$ cat src/rtl/nonrestoring_divider_pkg.sv
// Shared types for the sequential non-restoring divider.
// State encoding is fixed so waveforms read the same across builds.
package nonrestoring_divider_pkg;

  typedef enum logic [1:0] {
    IDLE = 2'd0,
    RUN  = 2'd1,
    FIX  = 2'd2,
    DONE = 2'd3
  } div_state_e;

  function automatic int cnt_width(input int w);
    return $clog2(w) + 1;
  endfunction

endpackage

$ cat src/rtl/nonrestoring_divider_if.sv
// Request/result handshake bundle for the divider.
// master = requester/consumer, slave = divider.
interface nonrestoring_divider_if #(
  parameter int WIDTH = 4
);
  logic             in_valid;
  logic             in_ready;
  logic [WIDTH-1:0] dividend;
  logic [WIDTH-1:0] divisor;
  logic             out_valid;
  logic             out_ready;
  logic [WIDTH-1:0] quotient;
  logic [WIDTH-1:0] remainder;
  logic             div_by_zero;

  modport master (
    output in_valid, dividend, divisor, out_ready,
    input  in_ready, out_valid, quotient, remainder, div_by_zero
  );

  modport slave (
    input  in_valid, dividend, divisor, out_ready,
    output in_ready, out_valid, quotient, remainder, div_by_zero
  );
endinterface

$ cat src/rtl/nonrestoring_divider_addsub_step.sv
// One WIDTH+1 bit add/sub step: sum = a + (b ^ sub) + sub.
// Carry out is dropped; the caller reads the sign from sum[WIDTH].
module div_addsub_step #(
  parameter int WIDTH = 4
) (
  input  logic [WIDTH:0] a,
  input  logic [WIDTH:0] b,
  input  logic           sub,
  output logic [WIDTH:0] sum
);

  logic [WIDTH:0] b_x;

  assign b_x = b ^ {(WIDTH+1){sub}};
  assign sum = a + b_x + {{WIDTH{1'b0}}, sub};

endmodule

$ cat src/rtl/nonrestoring_divider.sv
// Sequential unsigned non-restoring divider, one quotient bit per clock.
// A single add/sub step serves both the RUN iterations and the FIX pass.
module nonrestoring_divider
  import nonrestoring_divider_pkg::*;
#(
  parameter int WIDTH = 4
) (
  input  logic clk,
  input  logic rst_n,
  nonrestoring_divider_if.slave bus
);

  localparam int CW = cnt_width(WIDTH);

  div_state_e       state;
  logic [WIDTH:0]   r_q;
  logic [WIDTH-1:0] q_q;
  logic [WIDTH-1:0] d_q;
  logic [CW-1:0]    cnt_q;
  logic             in_ready_q;
  logic             out_valid_q;
  logic [WIDTH-1:0] quo_q;
  logic [WIDTH-1:0] rem_q;
  logic             dbz_q;

  logic [WIDTH:0]   step_a;
  logic [WIDTH:0]   step_b;
  logic             step_sub;
  logic [WIDTH:0]   step_sum;
  logic             accept;

  assign accept = bus.in_valid & in_ready_q;
  assign step_b = {1'b0, d_q};

  // FIX adds D back onto R; RUN shifts and picks add/sub from R's sign.
  always_comb begin
    step_a   = {r_q[WIDTH-1:0], q_q[WIDTH-1]};
    step_sub = ~r_q[WIDTH];
    if (state == FIX) begin
      step_a   = r_q;
      step_sub = 1'b0;
    end
  end

  div_addsub_step #(
    .WIDTH(WIDTH)
  ) u_step (
    .a  (step_a),
    .b  (step_b),
    .sub(step_sub),
    .sum(step_sum)
  );

  always_ff @(posedge clk or negedge rst_n) begin
    if (!rst_n) begin
      state       <= IDLE;
      r_q         <= '0;
      q_q         <= '0;
      d_q         <= '0;
      cnt_q       <= '0;
      in_ready_q  <= 1'b0;
      out_valid_q <= 1'b0;
      quo_q       <= '0;
      rem_q       <= '0;
      dbz_q       <= 1'b0;
    end else begin
      unique case (state)
        IDLE: begin
          in_ready_q <= 1'b1;
          if (accept) begin
            in_ready_q <= 1'b0;
            if (bus.divisor == '0) begin
              quo_q       <= '1;
              rem_q       <= bus.dividend;
              dbz_q       <= 1'b1;
              out_valid_q <= 1'b1;
              state       <= DONE;
            end else begin
              r_q   <= '0;
              q_q   <= bus.dividend;
              d_q   <= bus.divisor;
              cnt_q <= '0;
              state <= RUN;
            end
          end
        end
        RUN: begin
          r_q   <= step_sum;
          q_q   <= {q_q[WIDTH-2:0], ~step_sum[WIDTH]};
          cnt_q <= cnt_q + 1'b1;
          if (cnt_q == CW'(WIDTH - 1))
            state <= FIX;
        end
        FIX: begin
          if (r_q[WIDTH])
            r_q <= step_sum;
          quo_q       <= q_q;
          rem_q       <= r_q[WIDTH] ? step_sum[WIDTH-1:0]
                                    : r_q[WIDTH-1:0];
          dbz_q       <= 1'b0;
          out_valid_q <= 1'b1;
          state       <= DONE;
        end
        DONE: begin
          if (bus.out_ready) begin
            out_valid_q <= 1'b0;
            in_ready_q  <= 1'b1;
            state       <= IDLE;
          end
        end
        default: state <= IDLE;
      endcase
    end
  end

  assign bus.in_ready    = in_ready_q;
  assign bus.out_valid   = out_valid_q;
  assign bus.quotient    = quo_q;
  assign bus.remainder   = rem_q;
  assign bus.div_by_zero = dbz_q;

endmodule

$ cat src/flat_wrapper.sv
// flat-port wrapper written by rule: the top's interface ports become plain ports
module nonrestoring_divider_flat import nonrestoring_divider_pkg::*;
#(
  parameter int WIDTH = 4
)
  (clk, rst_n, bus_in_valid, bus_dividend, bus_divisor, bus_out_ready, bus_in_ready, bus_out_valid, bus_quotient, bus_remainder, bus_div_by_zero);
  nonrestoring_divider_if #(.WIDTH(WIDTH)) bus_i ();
  input  logic clk;
  input  logic rst_n;
  input wire logic [$bits(bus_i.in_valid)-1:0] bus_in_valid;
  input wire logic [$bits(bus_i.dividend)-1:0] bus_dividend;
  input wire logic [$bits(bus_i.divisor)-1:0] bus_divisor;
  input wire logic [$bits(bus_i.out_ready)-1:0] bus_out_ready;
  output wire logic [$bits(bus_i.in_ready)-1:0] bus_in_ready;
  output wire logic [$bits(bus_i.out_valid)-1:0] bus_out_valid;
  output wire logic [$bits(bus_i.quotient)-1:0] bus_quotient;
  output wire logic [$bits(bus_i.remainder)-1:0] bus_remainder;
  output wire logic [$bits(bus_i.div_by_zero)-1:0] bus_div_by_zero;
  assign bus_i.in_valid = bus_in_valid;
  assign bus_i.dividend = bus_dividend;
  assign bus_i.divisor = bus_divisor;
  assign bus_i.out_ready = bus_out_ready;
  assign bus_in_ready = bus_i.in_ready;
  assign bus_out_valid = bus_i.out_valid;
  assign bus_quotient = bus_i.quotient;
  assign bus_remainder = bus_i.remainder;
  assign bus_div_by_zero = bus_i.div_by_zero;
  nonrestoring_divider #(.WIDTH(WIDTH)) u_core (.clk(clk), .rst_n(rst_n), .bus(bus_i));
endmodule
$ cat config.mk
export PLATFORM = sky130hd
export DESIGN_NAME = nonrestoring_divider_flat
export DESIGN_NICKNAME = d
export VERILOG_FILES = /design/src/rtl/nonrestoring_divider_pkg.sv /design/src/rtl/nonrestoring_divider_if.sv /design/src/rtl/nonrestoring_divider_addsub_step.sv /design/src/rtl/nonrestoring_divider.sv /design/src/flat_wrapper.sv
export SDC_FILE = /design/constraint.sdc
export NUM_CORES = 1
export LEC_CHECK = 0
export BUFFER_PORTS_ARGS = -buffer_cell sky130_fd_sc_hd__clkbuf_2
export CAP_MARGIN = 10
export CORE_ASPECT_RATIO = 1.2
export CORE_MARGIN = 3
export CORE_UTILIZATION = 60
export CTS_CLUSTER_DIAMETER = 50
export DETAILED_ROUTE_END_ITERATION = 16
export PLACE_DENSITY = 0.93
export SLEW_MARGIN = 20
export SYNTH_ARGS = -nofsm -noshare
export SYNTH_HDL_FRONTEND = slang
export SYNTH_SLANG_ARGS = --single-unit
$ cat constraint.sdc
create_clock -name clk -period 4.56 [get_ports clk]
set_input_delay 0.912 -clock clk [delete_from_list [all_inputs] [get_ports clk]]
set_output_delay 0.912 -clock clk [all_outputs]
set_load 0.05 [all_outputs]
After elaboration in Yosys (flattened, before gate mapping)
Index checks and enable logic that the tools add are counted.

Register bits after elaboration: 29. Input bits: 12. Output and inout port bits: 11. Logic and storage cells: 76.

Add/subtract/negate cells: 3. Equal/unequal tests: 10. Mux-type cells: 32. Bitwise logic cells: 5. Reductions and logical operators: 15.

Operator list (count): $mux W4 (7); $pmux W4 S2 (3); $mux W5 (4); $pmux W5 S3 (1); $reduce_and A3 Y1 (5); $mux W2 (4); $ne A2 B1 Y1 const B (4); $pmux W2 S4 (1); $reduce_and A4 Y1 (2); $mux W1 (6); $mux W3 (2); $pmux W3 S2 (1); $reduce_bool A2 Y1 (3); $reduce_bool A3 Y1 (2); $add A5 B1 Y5 (1); $add A5 B5 Y5 (1); $xor A4 B5 Y5 (1); $eq A2 B2 Y1 const B (2); $logic_not A4 Y1 (1); $ne A2 B2 Y1 const B (2); $pmux W1 S2 (2); $add A3 B1 Y3 const B (1); $eq A3 B2 Y1 const B (1); $not A1 Y1 (3); other kinds (5) (5).

Logic depth before layout (Yosys ltp)
Gate-level depths: netlist of run 1.

Depth in word-level cells: 7. Gate-level depth with buffers: 12. Mapped depth without buffers: 11.

Hierarchy
Synthesis of run 1 repeated with hierarchy kept, for this count alone.

Cell total of the unflattened synthesis: 181. Area total of the unflattened synthesis: 1757.9 µm².

Modules (own cells, without submodules): nonrestoring_divider (times used 1, cells an instance 159, area an instance 1526.5 µm², sequential area each 725.7 µm²); div_addsub_step (times used 1, cells an instance 22, area an instance 231.5 µm², sequential area each 0.0 µm²).

Worst setup path before layout of run 1
Ideal clock, no wire load.

Path type: register to register. Start: register u_core.state[0]. End: register u_core.r_q[4]. Setup time: 0.128 ns. Data arrival time: 2.842 ns. Data required time: 4.432 ns. Setup slack: 1.590 ns. Stages on the path, launching flop included: 13. Path buffers: 2. Period minus slack after synthesis: 2.970 ns. Cell sequence: dfrtp_1 -> inv_1 -> ha_1 -> buf_2 -> buf_1 -> mux2_2 -> inv_1 -> fa_1 -> nand2b_1 -> a21oi_2 -> mux2_2 -> a221oi_1 -> o21ai_1.

Word-level cells in the longest chain between the ends: 7. Elaborated cells on any way between the ends: 14. Those cells by class: add/sub (2); eq/ne (4); mux (4); bitwise (1); reduce/logical (3).

RTL lines: from (decl) (line nonrestoring_divider.sv:15) `div_state_e state;`; from (signal assigned) (line nonrestoring_divider.sv:56) `state <= IDLE;`; from (signal assigned) (line nonrestoring_divider.sv:77) `state <= DONE;`; from (signal assigned) (line nonrestoring_divider.sv:83) `state <= RUN;`; $eq A2 B2 Y1 (line nonrestoring_divider.sv:39, nonrestoring_divider.sv:67); $mux W1 (line nonrestoring_divider.sv:39) `if (state == FIX) begin`; $xor A4 B5 Y5 (line nonrestoring_divider_addsub_step.sv:14) `assign b_x = b ^ {(WIDTH+1){sub}};`; $add A5 B5 Y5 (line nonrestoring_divider_addsub_step.sv:15) `assign sum = a + b_x + {{WIDTH{1'b0}}, sub};`; $add A5 B1 Y5 (line nonrestoring_divider_addsub_step.sv:15); $mux W5 (line nonrestoring_divider.sv:95) `if (r_q[WIDTH])`; $pmux W5 S3 (line nonrestoring_divider.sv:67) `unique case (state)`; to (signal assigned) (line nonrestoring_divider.sv:88) `r_q <= step_sum;`; to (signal assigned) (line nonrestoring_divider.sv:96) `r_q <= step_sum;`; to (decl) (line nonrestoring_divider.sv:16) `logic [WIDTH:0] r_q;`.

Several ways; a longest one is shown, not always the timed one. The select of a mux whose other input is x is not followed. A chain may end at the register's enable or synchronous reset.

Worst setup path after layout of run 1
Ends and elaborated chain as after synthesis.

==> results of run 1 <==
[cells by family (layout without fill, tap and decap cells)]
group,count (synthesis),in the layout,share of synthesized area [%]
multiplexers,10,10,5.91
AO/OA/AOI/OAI,62,62,22.7
AND/OR/NAND/NOR,63,63,16.3
flip-flops,29,29,39.0
buffers and inverters,19,41,4.16
XOR/XNOR,9,9,4.23
adder cells (fa/ha/maj),11,11,7.79
[critical path: cells and delay by family, from the launching register on]
| kind | cells | cell delay, ns |
|---|---|---|
| muxes | 1 | 0.37 |
| xor gates and xnor gates | 1 | 0.25 |
| adders and majority gates | 2 | 1.07 |
| and+or+nand+nor | 2 | 0.38 |
| buffers and inverters | 2 | 0.19 |
| AOI/OAI and AO/OA | 3 | 0.74 |
| DFF | 1 | 0.44 |
[final timing paths]
kind                                 start                       to  slack (ns)
setup reg to reg           u_core.state[0]            u_core.r_q[4]         1.0
max in group asynchronous            rst_n            u_core.q_q[0]        3.48
hold reg to reg            u_core.cnt_q[2]          u_core.cnt_q[2]        0.49
hold / removal             u_core.cnt_q[2]          u_core.cnt_q[2]        0.49
setup / recovery           u_core.state[0]            u_core.r_q[4]         1.0
min in group asynchronous            rst_n  u_core.bus.remainder[0]        0.61
[state kept, by name, indices dropped and copies added (netlist names)]
register,cells
u_core.bus.remainder,4
u_core.cnt_q,3
u_core.bus.quotient,4
u_core.bus.out_valid,1
u_core.bus.in_ready,1
u_core.q_q,4
u_core.d_q,4
u_core.state,2
u_core.r_q,5
u_core.bus.div_by_zero,1
[area by class of cell]
| cell class | instances | area (um^2) |
|---|---|---|
| Clock buffer | 5 | 37.5 |
| Timing Repair Buffer | 22 | 110 |
| Sequential cell | 29 | 726 |
| Tap cell | 34 | 42.5 |
| Inverter | 11 | 41.3 |
| Fill cell | 225 | 856 |
| Clock inverter | 3 | 17.5 |
| Multi-Input combinational cell | 155 | 1060 |
[cell usage in the layout, fill, tap and decap left out, types with 7 or more instances in the layout]
cell type / n
sky130_fd_sc_hd__inv_1: 10
sky130_fd_sc_hd__ha_1: 10
sky130_fd_sc_hd__o21ai_1: 7
sky130_fd_sc_hd__mux2_2: 8
sky130_fd_sc_hd__dfrtp_1: 29
sky130_fd_sc_hd__nand2_1: 22
sky130_fd_sc_hd__o21ai_0: 12
sky130_fd_sc_hd__a21oi_1: 15
sky130_fd_sc_hd__clkbuf_2: 22
sky130_fd_sc_hd__nor2_1: 20
[stage by stage]
| stage | instances | area [um^2] | hold slack, ns |
|---|---|---|---|
| after floorplan | 203 | 1860 | 0.450 |
| after global placement | 251 | 1980 | 0.468 |
| after detailed placement | 251 | 1980 | 0.478 |
| after CTS | 259 | 2030 | 0.499 |
| after global routing | 259 | 2030 | 0.525 |
| final | 259 | 2030 | 0.494 |
[cells in the mapped netlist, types with 2 or more instances]
library cell,count
sky130_fd_sc_hd__a21oi_1,15
sky130_fd_sc_hd__a21oi_2,2
sky130_fd_sc_hd__a221o_1,2
sky130_fd_sc_hd__a221oi_1,2
sky130_fd_sc_hd__a22o_1,2
sky130_fd_sc_hd__a22oi_1,4
sky130_fd_sc_hd__and2_1,3
sky130_fd_sc_hd__and3_1,3
sky130_fd_sc_hd__buf_2,2
sky130_fd_sc_hd__clkbuf_1,4
sky130_fd_sc_hd__dfrtp_1,29
sky130_fd_sc_hd__ha_1,10
sky130_fd_sc_hd__inv_1,10
sky130_fd_sc_hd__mux2_2,8
sky130_fd_sc_hd__mux2i_1,2
sky130_fd_sc_hd__nand2_1,22
sky130_fd_sc_hd__nand3_1,5
sky130_fd_sc_hd__nor2_1,20
sky130_fd_sc_hd__nor3_1,2
sky130_fd_sc_hd__o21ai_0,12
sky130_fd_sc_hd__o21ai_1,7
sky130_fd_sc_hd__o22a_1,4
sky130_fd_sc_hd__o31ai_1,4
sky130_fd_sc_hd__xnor2_1,3
sky130_fd_sc_hd__xor2_1,6
[per-layer routing]
layer  global-route usage [%]  routed length (um)  part of all wire [%]
met5                        0                   0                     0
met4                     13.0                 171                   4.1
met3                     7.36                 241                   5.8
met2                     37.0                1970                    48
met1                     27.9                1750                    42
==> run summary, run 1 <==
Input and output buffers added on the ports amount to 22. For this run, design rule violations remaining after detail routing come to 0. The width of the die is 56.9 um. STA classifies the critical path startpoint as a flip-flop.

The count of nets left with antenna violations once routing finished came out at 0. Clock skew: 0.00852 ns. The flow ran to the end, and the final reports show no timing, DRC or antenna violations.

The critical path goes through inv_1 -> ha_1 -> nor2_1 -> xor2_1 -> inv_1 -> fa_1 -> nand2b_1 -> a21oi_2 -> mux2_2 -> a221oi_1 -> o21ai_1. The layout cell share with drive strength beyond 1 is 21.3%. The run gives 3810 um^2 as the die area. 0 antenna diodes ended up in the layout. The first detailed-routing pass took 4 iterations. In this run, synthesis produced a sequential element count of 29. The HPWL after detailed placement is 3.14 mm, and the delay of the slowest cell on the worst path is 0.60 ns. In the routed layout, each cell is associated on average with a via count of 6.24. Total clock sinks: 29. Number of H-tree branching levels: 2. The net count of the finished layout is 247, and the sum of negative setup slack is 0 ns.

The number of antenna violations at the first check in global routing was 0; the max-slew violation total from the final report was 0. For this run the aggregate overflow at the end of global routing stands at 0. After clock tree synthesis, the repair step resized 0 gates. Slew at the pin closest to its max-slew limit: 0.728 ns.

The worst endpoint data arrival time came out at 3.78 ns. Cells fill 70.4% of the core in the end. Global routing consumed, over all layers together, 23.3% of the routing resources. The biggest fanout along the worst timing path is 20. Routability-driven placement finished with a final weighted congestion of 0.930. The top cell type by area accounts for 39.0% of the synthesized area. The number of standard-cell rows in the floorplan came out at 21.

Number of cells on the worst hold path: 2. The logs give 0 for the post-CTS setup buffer count and 4.14 mm for the total wire length after detailed routing. By instance count, the cell type seen most on the critical path is sky130_fd_sc_hd__inv_1. The final critical path takes up 78.2% of the cycle. The insertion delay of the later-clocked pin in the worst-skew pair was 0.34 ns; the buffer levels on the longest clock path was 2.

For this configuration, the core starts out at a cell density of 64.5%. Summing over every cut layer, the via total after detailed routing is 1616. During I/O placement, the number of pins put on the boundary was 23. The worst setup path is of the flip-flop to flip-flop kind. The logs give 0.996 ns for the post-route worst setup slack and 45 for the count of different cell masters after synthesis. The number of global-route vias before repair was 1526; the fraction of registers with async set/reset was 100%. The mapped netlist covers 1860 um^2. The synthesized design spends more area on one cell type than any other, namely sky130_fd_sc_hd__dfrtp_1.

Setup violations remaining at the end of the flow were counted as 0. TritonCTS built the clock tree. The starting DRC count in detailed routing was 85.

The count of warnings emitted by yosys is 0, and the worst relative slew slack is 51.5%. Setup repair after global routing left no endpoint under its margin. The sequential share of the synthesized area is 39.0%, and the synthesized area divided by synthesized cell count is 9.18 um^2.

Yosys mapped a number of flops with a built-in enable equal to 0. The category of the worst setup path capture point was a flip-flop. The main flop type after synthesis is sky130_fd_sc_hd__dfrtp_1. After clock tree synthesis, the flow added hold-fix buffers numbering 0. The average wire length per cell after detail routing is 16.0 um, and the clock slew at the register clock pins of the worst setup and hold paths is 0.09 ns. The clock root buffer was sky130_fd_sc_hd__clkbuf_4. The count of maximum capacitance violations is 0.

The wire length of the first global-routing pass is 6.76 mm. Compared with the post-synthesis result, the final layout area differs by 9.20%. The run gives 203 as the synthesized instance count. The total area inside the core boundary comes to 2890 um^2. The achievable clock frequency was 281 MHz. Entering global routing, the biggest net connects 30 pins. For the number of hold violations in the final report, the log shows 0.

The class of the tightest hold or removal check is flip-flop to flip-flop. In this run, CTS created clock tree buffers numbering 5. Setup slack after placement: 1.07 ns. The synthesized net count was 226; the required time of the critical path was 4.78 ns. Measured along the y axis, the die boundary spans 67.0 um.

The clock period could shrink to 3.56 ns. The number of cells on the worst reg-to-reg path is 11. Cell type of the slowest stage on the worst timing path: sky130_fd_sc_hd__ha_1. In the post-synthesis netlist, the biggest area contributors are sky130_fd_sc_hd__dfrtp_1, sky130_fd_sc_hd__ha_1, sky130_fd_sc_hd__mux2_2.
Power of run 1 is not shown: default switching activity piles up to over one toggle a cycle in this logic, so the estimate is an artifact.
==> inputs of run 2 (changes only) <==
--- a/config.mk
+++ b/config.mk
@@ -9,10 +9,10 @@
 export CAP_MARGIN = 10
 export CORE_ASPECT_RATIO = 1.2
 export CORE_MARGIN = 3
-export CORE_UTILIZATION = 60
+export CORE_UTILIZATION = 52
 export CTS_CLUSTER_DIAMETER = 50
 export DETAILED_ROUTE_END_ITERATION = 16
-export PLACE_DENSITY = 0.93
+export PLACE_DENSITY = 0.86
 export SLEW_MARGIN = 20
 export SYNTH_ARGS = -nofsm -noshare
 export SYNTH_HDL_FRONTEND = slang
==> constraint.sdc (replaced) <==
create_clock -name clk -period 3.1 [get_ports clk]
set_input_delay 0.62 -clock clk [delete_from_list [all_inputs] [get_ports clk]]
set_output_delay 0.62 -clock clk [all_outputs]
set_load 0.05 [all_outputs]
==> run 2 against run 1 <==
Die area increased by 14%. First-iteration DRC count decreased by 21%. Design area increased by 4.1%. Critical path depth unchanged.
==> run summary, run 2 (synthesis results as in run 1) <==
The synthesis-to-layout area growth works out to 13.6% (was 9.20%). The worst setup path endpoint is u_core.r_q[4] (unchanged). The cell type of the slowest stage on the worst timing path is sky130_fd_sc_hd__fa_1 (was sky130_fd_sc_hd__ha_1). The run gives 0.29 ns (was 0.34 ns) as the insertion delay of the later-clocked pin in the worst-skew pair.

The vertical die dimension came out at 71.6 um (was 67.0 um). The sum of negative setup slack is 0 ns (unchanged), and the required time of the critical path is 3.27 ns (was 4.78 ns). The slew at the pin closest to its max-slew limit is 0.717 ns (was 0.728 ns). The number of vias per cell after detailed routing works out to 5.93 (was 6.24). The final critical-path share of the clock period is 93.1% (was 78.2%). The post-CTS setup buffer count was 0 (unchanged); the starting DRC count in detailed routing was 67 (was 85).

The kind of cell with the highest combined delay on the critical path was adder cells (unchanged). The tools report the reg-to-reg startpoint as u_core.state[0] (unchanged). Slack of the worst reg-to-reg path: 0.21 ns (was 1.0 ns).

The total DRC errors in the routed layout was 0 (unchanged); the areal power density over the cells was 1290 nW/um^2. The launch point of the critical path is u_core.state[0] (unchanged). For the die area, the log shows 4340 um^2 (was 3810 um^2). The type of the setup path with the least slack was flip-flop to flip-flop (unchanged). The element type at the critical path start was a flip-flop (unchanged). The effective utilization at floorplan came out at 54.9% (was 64.5%). The tools report the number of antenna violations at the first check in global routing as 0 (unchanged). The highest ir drop seen on vdd was 0.574 mV; the delay of the slowest cell on the worst path was 0.44 ns (was 0.60 ns). The number of cells on the critical path is 11 (unchanged). The run gives 2 (unchanged) as the number of H-tree branching levels.

The number of hold violations in the final report is 0 (unchanged), and the number of standard-cell rows in the floorplan is 23 (was 21). Most common library cell in the layout ignoring fill and taps: sky130_fd_sc_hd__dfrtp_1 (unchanged). The count of maximum capacitance violations was 0 (unchanged).

Width of the die: 60.6 um (was 56.9 um). Global routing usage summed across all routing layers: 21.3% (was 23.3%). Setup repair after global routing left no endpoint under its margin. The worst relative slew slack is 52.2% (was 51.5%). The flow ran to the end, and the final reports show no timing, DRC or antenna violations. The number of port buffers works out to 22 (unchanged).

The number of fill cells is 285 (was 225). The tools report the count of antenna diodes in the layout as 0 (unchanged). The final core area utilization was 62.3% (was 70.4%).

The logs give 0 (unchanged) for the total setup violations reported at the end of the flow and 4.06 mm (was 4.14 mm) for the total wire length after detailed routing. The logs give 2120 um^2 (was 2030 um^2) for the area of all placed cells without fillers and 1497 (was 1526) for the number of global-route vias before repair. The reg-to-reg endpoint is u_core.r_q[4] (unchanged). The clock slew at the register clock pins of the worst setup and hold paths is 0.07 ns (was 0.09 ns). For the max-slew violation total from the final report, the log shows 0 (unchanged). The setup slack after placement was 0.191 ns (was 1.07 ns). The top-level I/O count was 23 (unchanged). For the remaining number of nets flagged by the antenna check after routing, the log shows 0 (unchanged). Commonest non-fill, non-tap cells in the layout: sky130_fd_sc_hd__dfrtp_1, sky130_fd_sc_hd__nand2_1, sky130_fd_sc_hd__clkbuf_2, sky130_fd_sc_hd__nor2_1, sky130_fd_sc_hd__a21oi_1 (unchanged). Clock root buffer: sky130_fd_sc_hd__clkbuf_8 (was sky130_fd_sc_hd__clkbuf_4).

For the area of the core region, the log shows 3400 um^2 (was 2890 um^2). The run gives 1590 (was 1616) as the vias after detailed routing. The logs give 0 (unchanged) for the overall overflow remaining after global route and 5 (was 4) for the number of optimization iterations in the first detailed-route pass. The total cell area at the placement stage is 2030 um^2 (was 1980 um^2). Ordered cell list for the critical path: inv_1 -> ha_1 -> nor2_2 -> xor2_1 -> inv_1 -> fa_1 -> nand2b_1 -> a21oi_2 -> mux2_2 -> a221oi_1 -> o21ai_1 (was inv_1 -> ha_1 -> nor2_1 -> xor2_1 -> inv_1 -> fa_1 -> nand2b_1 -> a21oi_2 -> mux2_2 -> a221oi_1 -> o21ai_1). The number of cell instances on the worst register-to-register path is 11 (unchanged), and the average wire length per cell after detail routing is 15.1 um (was 16.0 um). Buffering stage count on the worst path with inverters included: 2 (unchanged). Register ranked first by flip-flop count: u_core.r_q (unchanged). The worst endpoint data arrival time was 3.05 ns (was 3.78 ns). The achievable clock frequency was 346 MHz (was 281 MHz).

The maximum number of pins on one net before global-route repair is 30 (unchanged). The net count of the finished layout came out at 253 (was 247). The tools report the post-route worst setup slack as 0.214 ns (was 0.996 ns). The cell seen most often among critical-path stages was sky130_fd_sc_hd__inv_1 (unchanged). Summed over all cells, the static leakage comes to 0.000939 uW.

The biggest fanout along the worst timing path was 7 (was 20). TritonCTS built the clock tree. Placer's final routability congestion estimate: 0.852 (was 0.930).

Clock skew: 0.00179 ns (was 0.00852 ns). The layout cell share with drive strength beyond 1 is 23.8% (was 21.3%). The class of the tightest hold or removal check was primary input to asynchronous set/reset pin (was flip-flop to flip-flop).

The minimum period implied by the final worst setup slack works out to 2.89 ns (was 3.56 ns). The total clock sinks is 29 (unchanged), and the buffer levels on the longest clock path is 2 (unchanged). The number of flip-flops in the largest register came out at 5 (unchanged). The tools report the wire length of the first global-routing pass as 7.03 mm (was 6.76 mm).

The clock buffer count from CTS came out at 5 (unchanged). The HPWL after detailed placement was 3.05 mm (was 3.14 mm). The category of the worst setup path capture point was a flip-flop (unchanged).
==> run 2: changes by cell type in the layout (fill, tap and decap cells not counted) <==
cell,change
sky130_fd_sc_hd__buf_4,+6
sky130_fd_sc_hd__clkbuf_4,-5
sky130_fd_sc_hd__clkbuf_8,+5
sky130_fd_sc_hd__nor2_1,-1
sky130_fd_sc_hd__nor2_2,+1
==> run 2: repair_timing <==
item | 4_1_cts | 5_1_grt
resized for setup | 0 | 1
endpoints found under the setup margin | 0 | 1
hold buffers | 0 | 0
==> run 2: worst reg2reg max path, stage by stage, from the launching register on <==
cell	delay, ns
sky130_fd_sc_hd__dfrtp_1	0.41
sky130_fd_sc_hd__inv_1	0.08
sky130_fd_sc_hd__ha_1	0.29
sky130_fd_sc_hd__nor2_2	0.16
sky130_fd_sc_hd__xor2_1	0.22
sky130_fd_sc_hd__inv_1	0.09
sky130_fd_sc_hd__fa_1	0.44
sky130_fd_sc_hd__nand2b_1	0.17
sky130_fd_sc_hd__a21oi_2	0.15
sky130_fd_sc_hd__mux2_2	0.34
sky130_fd_sc_hd__a221oi_1	0.29
sky130_fd_sc_hd__o21ai_1	0.12
==> run 2: metal layers <==
layer / global-route usage [%] / vias to the layer above / part of all wire [%]
met5: 0 / - / 0
met4: 10.1 / 0 / 2.9
met3: 4.50 / 11 / 4.6
met2: 31.9 / 50 / 48
met1: 28.9 / 753 / 45
li1: - / 776 / -
==> run 2: worst min path at each step <==
stage / to / cells past startpoint
floorplan: u_core.bus.div_by_zero / 0
global placement: u_core.cnt_q[2] / 2
detailed placement: u_core.cnt_q[2] / 2
CTS: u_core.bus.quotient[0] / 1
global route: u_core.bus.quotient[0] / 1
finish: u_core.bus.quotient[0] / 1
==> run 2: final cells by class <==
| cell class | count | area [um^2] | area share (%) |
|---|---|---|---|
| clock buffers | 5 | 68.8 | 3.25 |
| repair buffers | 28 | 155 | 7.33 |
| well taps | 37 | 46.3 | 2.19 |
| clock inverters | 3 | 17.5 | 0.827 |
| flip-flops and latches | 29 | 726 | 34.3 |
| multi-input cells | 155 | 1060 | 50.2 |
| inverters | 11 | 41.3 | 1.95 |
==> run 2: stage by stage <==
| step | total power [uW] | hold slack (ns) | std cells |
|---|---|---|---|
| after global routing | 2970 | 0.430 | 268 |
| after floorplan | 2010 | 0.324 | 203 |
| after CTS | 2740 | 0.405 | 268 |
| after detailed placement | 2410 | 0.473 | 260 |
| final | 2740 | 0.375 | 268 |
| after global placement | 2380 | 0.464 | 260 |
==> run 2: power breakdown <==
part	switching, uW	internal, uW	total, uW
logic	1070	667	1740
clock network	156	154	310
registers	146	545	691
Note: power is estimated with default switching activity, not from simulation.
